$ cat src/rtl/trace_capture_pkg.sv
// Shared trace definitions used by the capture block and the UART tracer.
// Holds the default trace word width and FIFO depth.
package trace_capture_pkg;

  localparam int TRACE_WIDTH      = 32;
  localparam int TRACE_FIFO_DEPTH = 16;

  // A level counter must represent 0..DEPTH inclusive.
  function automatic int lvl_w(input int depth);
    return $clog2(depth) + 1;
  endfunction

endpackage

$ cat src/rtl/trace_capture_if.sv
// Word stream from the capture FIFO head to a consumer such as the UART tracer.
// The master drives data and valid; the slave returns ready.
interface trace_capture_if
  import trace_capture_pkg::*;
#(
  parameter int WIDTH = TRACE_WIDTH
);
  logic [WIDTH-1:0] out_data;
  logic             out_valid;
  logic             out_ready;

  modport master (output out_data, output out_valid, input  out_ready);
  modport slave  (input  out_data, input  out_valid, output out_ready);
endinterface

$ cat src/rtl/trace_capture_fifo.sv
// Synchronous first-word-fall-through FIFO with power-of-two depth.
// Storage is not reset; resetting the pointers and level discards the contents.
module trace_fifo
  import trace_capture_pkg::*;
#(
  parameter  int WIDTH = TRACE_WIDTH,
  parameter  int DEPTH = TRACE_FIFO_DEPTH,
  localparam int AW    = $clog2(DEPTH)
) (
  input  logic             clk,
  input  logic             reset,
  input  logic             push,
  input  logic             pop,
  input  logic [WIDTH-1:0] din,
  output logic [WIDTH-1:0] dout,
  output logic             empty,
  output logic             full,
  output logic [AW:0]      level
);

  logic [WIDTH-1:0] r_mem [DEPTH];
  logic [AW-1:0]    r_wptr;
  logic [AW-1:0]    r_rptr;
  logic [AW:0]      r_level;
  logic             w_push;
  logic             w_pop;

  assign empty  = (r_level == '0);
  assign full   = (r_level == (AW+1)'(DEPTH));
  assign w_push = push & ~full;
  assign w_pop  = pop & ~empty;
  assign level  = r_level;
  assign dout   = empty ? '0 : r_mem[r_rptr];

  always_ff @(posedge clk) begin
    if (w_push) r_mem[r_wptr] <= din;
  end

  // Pointers are exactly log2(DEPTH) bits so they wrap on their own.
  always_ff @(posedge clk) begin
    if (reset) begin
      r_wptr  <= '0;
      r_rptr  <= '0;
      r_level <= '0;
    end else begin
      if (w_push) r_wptr <= r_wptr + 1'b1;
      if (w_pop)  r_rptr <= r_rptr + 1'b1;
      case ({w_push, w_pop})
        2'b10:   r_level <= r_level + 1'b1;
        2'b01:   r_level <= r_level - 1'b1;
        default: r_level <= r_level;
      endcase
    end
  end

endmodule

$ cat src/rtl/trace_capture.sv
// Trace capture: filters strobed trace words (optionally change-only) into a
// FWFT FIFO and counts captures dropped while the FIFO is full.
module trace_capture
  import trace_capture_pkg::*;
#(
  parameter  int WIDTH       = TRACE_WIDTH,
  parameter  int DEPTH       = TRACE_FIFO_DEPTH,
  parameter  int CHANGE_ONLY = 1,
  localparam int LW          = lvl_w(DEPTH)
) (
  input  logic             clk,
  input  logic             reset,
  input  logic [WIDTH-1:0] trace_in,
  input  logic             trace_stb,
  trace_capture_if.master  tif,
  output logic [LW-1:0]    level,
  output logic [7:0]       overflow_cnt
);

  logic [WIDTH-1:0] r_last_word;
  logic             r_first_pending;
  logic [7:0]       r_ovf_cnt;
  logic             w_cand;
  logic             w_push;
  logic             w_pop;
  logic             w_empty;
  logic             w_full;
  logic [WIDTH-1:0] w_dout;
  logic [LW-1:0]    w_level;

  // The first candidate after reset is always taken, even if it equals the
  // reset value of last_word.
  assign w_cand = trace_stb & ((CHANGE_ONLY == 0) | r_first_pending |
                               (trace_in != r_last_word));
  assign w_push = w_cand & ~w_full & ~reset;
  assign w_pop  = tif.out_ready & ~w_empty & ~reset;

  trace_fifo #(
    .WIDTH (WIDTH),
    .DEPTH (DEPTH)
  ) u_fifo (
    .clk   (clk),
    .reset (reset),
    .push  (w_push),
    .pop   (w_pop),
    .din   (trace_in),
    .dout  (w_dout),
    .empty (w_empty),
    .full  (w_full),
    .level (w_level)
  );

  always_ff @(posedge clk) begin
    if (reset) begin
      r_last_word     <= '0;
      r_first_pending <= 1'b1;
      r_ovf_cnt       <= '0;
    end else if (w_cand) begin
      r_last_word     <= trace_in;
      r_first_pending <= 1'b0;
      if (w_full && r_ovf_cnt != 8'hFF) r_ovf_cnt <= r_ovf_cnt + 8'd1;
    end
  end

  assign tif.out_valid = ~w_empty;
  assign tif.out_data  = reset ? '0 : w_dout;
  assign level         = w_level;
  assign overflow_cnt  = r_ovf_cnt;

endmodule

$ cat src/flat_wrapper.sv
// flat-port wrapper written by rule: the top's interface ports become plain ports
module trace_capture_flat import trace_capture_pkg::*;
#(
  parameter  int WIDTH       = TRACE_WIDTH,
  parameter  int DEPTH       = TRACE_FIFO_DEPTH,
  parameter  int CHANGE_ONLY = 1,
  localparam int LW          = lvl_w(DEPTH)
)
  (clk, reset, trace_in, trace_stb, level, overflow_cnt, tif_out_data, tif_out_valid, tif_out_ready);
  trace_capture_if #(.WIDTH(WIDTH)) tif_i ();
  input  logic clk;
  input  logic reset;
  input  logic [WIDTH-1:0] trace_in;
  input  logic trace_stb;
  output logic [LW-1:0] level;
  output logic [7:0] overflow_cnt;
  output wire logic [$bits(tif_i.out_data)-1:0] tif_out_data;
  output wire logic [$bits(tif_i.out_valid)-1:0] tif_out_valid;
  input wire logic [$bits(tif_i.out_ready)-1:0] tif_out_ready;
  assign tif_out_data = tif_i.out_data;
  assign tif_out_valid = tif_i.out_valid;
  assign tif_i.out_ready = tif_out_ready;
  trace_capture #(.WIDTH(WIDTH), .DEPTH(DEPTH), .CHANGE_ONLY(CHANGE_ONLY)) u_core (.clk(clk), .reset(reset), .trace_in(trace_in), .trace_stb(trace_stb), .tif(tif_i), .level(level), .overflow_cnt(overflow_cnt));
endmodule
$ cat config.mk
export PLATFORM = sky130hd
export DESIGN_NAME = trace_capture_flat
export DESIGN_NICKNAME = d
export VERILOG_FILES = /design/src/rtl/trace_capture_pkg.sv /design/src/rtl/trace_capture_if.sv /design/src/rtl/trace_capture_fifo.sv /design/src/rtl/trace_capture.sv /design/src/flat_wrapper.sv
export SDC_FILE = /design/constraint.sdc
export NUM_CORES = 1
export LEC_CHECK = 0
export ABC_AREA = 0
export BUFFER_PORTS_ARGS = -buffer_cell sky130_fd_sc_hd__buf_2
export CORE_MARGIN = 2
export CORE_UTILIZATION = 66
export DETAILED_ROUTE_END_ITERATION = 6
export PLACE_DENSITY_LB_ADDON = 0.05
export SYNTH_ARGS = -nofsm -noshare
export SYNTH_HDL_FRONTEND = slang
export SYNTH_SLANG_ARGS = --single-unit
export TNS_END_PERCENT = 30
$ cat constraint.sdc
create_clock -name clk -period 8.8 [get_ports clk]
set_input_delay 1.32 -clock clk [delete_from_list [all_inputs] [get_ports clk]]
set_output_delay 1.32 -clock clk [all_outputs]
set_load 0.02 [all_outputs]
==> summary.md <==
| Metric | Value |
|---|---|
| Setup-failing EPs final | `0` |
| Met2 WL | `22.3 mm` |
| Gate power share | `0.070` |
| Peak supply drop | `0.176 mV` |
| Cell taking the most area after synthesis | `edfxtp_1` |
| Worst Path Max Fanout | `56` |
| Fmax | `0.196 GHz` |
| Worst Hold Class | `reg -> reg` |
| Final slew viol count | `0` |
| Max_cap viols | `0` |
| CP Data Required Time | `7480 ps` |
| # DRC | `0` |
| First-pass GRT wire length | `69.2 mm` |
| Synthesized area | `22500 µm²` |
| Run status | `completed` |
| Leak | `8.11 nW` |
| Sequential share of the synthesized area | `0.736` |
| #FFs+latches synth | `570` |
| Nets@finish | `1285` |
| Top cells by count, synth | `edfxtp_1, mux4_2, mux2i_1` |
| Synth Net Count | `1185` |
| Pwr Density | `222 nW/µm²` |
| Clock group share of total power | `0.391` |
| Total GRT Usage | `0.264` |
| Period utilisation layout | `0.581` |
| Area delta synth->final | `11.9%` |
| Largest net degree at the start of global routing | `75` |
| Setup_tns | `0 ps` |
| Number of setup buffers added after CTS | `0` |
| Chip width | `188 µm` |
| RD Place Congestion | `0.792` |
| Clock buffer count from CTS | `53` |
| Worst-Margin Slew | `1080 ps` |
| I/O pin count | `82` |
| Gate Count Post-Synth | `1139` |
| Setup WS pre-CTS | `3680 ps` |
| Total power | `5.59 mW` |
| Async SR Flop Fraction | `0` |
| Die boundary height | `188 µm` |
| Worst R2R Path Depth | `8` |
| Worst slew margin | `0.278` |
| NetSw | `1.20 mW` |
| RSZ-0062 raised after global routing | `false` |
| CTS root buffer | `clkbuf_16` |
| Max Used Layer | `met4` |
| Layout cell share with drive strength beyond 1 | `0.273` |
| Hold path cells | `2` |
| Top_reg_cell synth | `edfxtp_1` |
| H-tree Lvls | `2` |
| Number of global-route vias before repair | `11600` |
| Clock Skew | `29.5 ps` |
| Vias per cell | `6.47` |
| Grt ovf | `0` |
| Area share of the largest cell type after synthesis | `0.685` |
| Yosys warns | `0` |
| Clk_lat worst skew | `580 ps` |
| Die Area | `35500 µm²` |
| Most frequent cell after synthesis | `edfxtp_1` |
| Clock Path Buffers | `3` |
| Sw Ratio | `0.215` |
| Rows | `67` |
| EDFF count, synth | `512` |
| Clock slew at reported path FFs | `60 ps` |
| DRT Pass-1 Iters | `4` |
| Final hold viol count | `0` |
| Port Buffer Count | `81` |
| Resized Gates After CTS | `0` |
| Sequential share of power | `0.539` |
| Hold Buf Count CTS | `0` |
| CTS Sinks | `570` |
| Core Area | `33500 µm²` |
| Vias | `11200` |
| Detail Route Antenna Nets | `0` |
| Final worst path period need | `5110 ps` |
| Synth area leaders | `edfxtp_1, mux4_2, dfxtp_1, mux2i_1, a211oi_1` |
| Worst EP arrival | `3790 ps` |
| CTS tree | `done` |
| Final wirelength | `45.2 mm` |
| Distinct cells, synth | `49` |
| Initial antenna violation count | `1` |
| Initial core utilization | `0.670` |
| Drt wl/cell | `26.1 µm` |
| Post-detail-place hpwl | `25.3 mm` |
| Fin worst setup slack | `3690 ps` |
| CP endpoint kind | `output pin` |
| M1 WL | `18.8 mm` |
| Met3 wire length | `3.16 mm` |
| Syn_area_per_cell | `19.7 µm²` |
| Fill cells | `1913` |
| Cell Int Power | `4.39 mW` |
| Critical path type | `in -> out` |
| CP Launch Type | `input port` |
| Number of DRC markers in iteration 0 | `1016` |
[worst max-delay path: stages]
cell and delay (ps):
buf_2 790, inv_1 480, nand2_2 800, a211oi_1 150, buf_2 230
[final cells by class]
type / instances / area, µm² / share of cell area
Sequential cell: 570 / 16500 / 0.658
Tap cell: 448 / 561 / 0.0223
Timing Repair Buffer: 115 / 673 / 0.0268
Multi-Input combinational cell: 493 / 5650 / 0.225
Clock buffer: 72 / 1480 / 0.0589
Clock inverter: 28 / 196 / 0.00782
Inverter: 6 / 22.5 / 0.000896
Antenna cell: 1 / 2.50 / 0.0000996
[power by group through the flow]
stage	clock [mW]	sequential (mW)	combinational (mW)
global route	2.32	3.02	0.422
floorplan	0	3.05	0.282
global placement	0	3.07	0.385
detailed placement	0	3.07	0.392
CTS	2.22	3.01	0.395
finish	2.19	3.01	0.389
[flip-flops by register name (all words and copies together), names as in the netlist, named ones only]
name	flops
u_core.u_fifo.r_rptr	4
u_core.overflow_cnt	8
u_core.r_last_word	32
u_core.r_first_pending	1
u_core.u_fifo.level	5
u_core.u_fifo.r_wptr	4
u_core.u_fifo.r_mem	512
[stage by stage]
stage / instances / hold WS [ps] / utilization / instance area, µm²
2_1_floorplan: 1139 / 451 / - / 22500
3_3_place_gp: 1632 / 474 / 0.700 / 23500
3_5_place_dp: 1632 / 483 / 0.700 / 23500
4_1_cts: 1732 / 493 / 0.750 / 25100
5_1_grt: 1733 / 537 / 0.750 / 25100
6_report: 1733 / 488 / 0.750 / 25100
[layer usage]
layer,global-route usage,vias up
met1,0.383,5868
met5,0,-
met4,0.0745,0
met2,0.423,439
met3,0.0494,55
li1,-,4842
[kinds of logic (layout without fill, tap and decap cells)]
family	count (synthesis)	in the layout	synth area share
other	0	1	0
AO/OA/AOI/OAI	92	92	0.0302
buffers and inverters	76	221	0.0164
XOR/XNOR	40	40	0.0156
AND/OR/NAND/NOR	151	151	0.0351
multiplexers	200	200	0.161
adder cells (fa/ha/maj)	10	10	0.00557
flip-flops	570	570	0.736
[layout by cell type (no fill, tap or decap), drive strengths merged, types with 10 or more instances in the layout]
cell / count
edfxtp: 512
mux4: 128
buf: 115
clkbuf: 72
mux2i: 68
a211oi: 64
dfxtp: 58
nor2: 47
nor2b: 35
xor2: 33
clkinv: 23
nand2: 21
nor4: 18
ha: 10
a21oi: 10
[path summary, 6_finish.rpt]
check,from,to,slack (ps)
hold reg to reg,u_core.r_first_pending,u_core.r_first_pending,490
hold / removal,u_core.r_first_pending,u_core.r_first_pending,490
setup / recovery,reset,tif_out_data[10],3690
setup reg to reg,u_core.r_last_word[14],u_core.u_fifo.r_mem[5][29],4830
No activity file was read; power rests on OpenSTA's default activity.
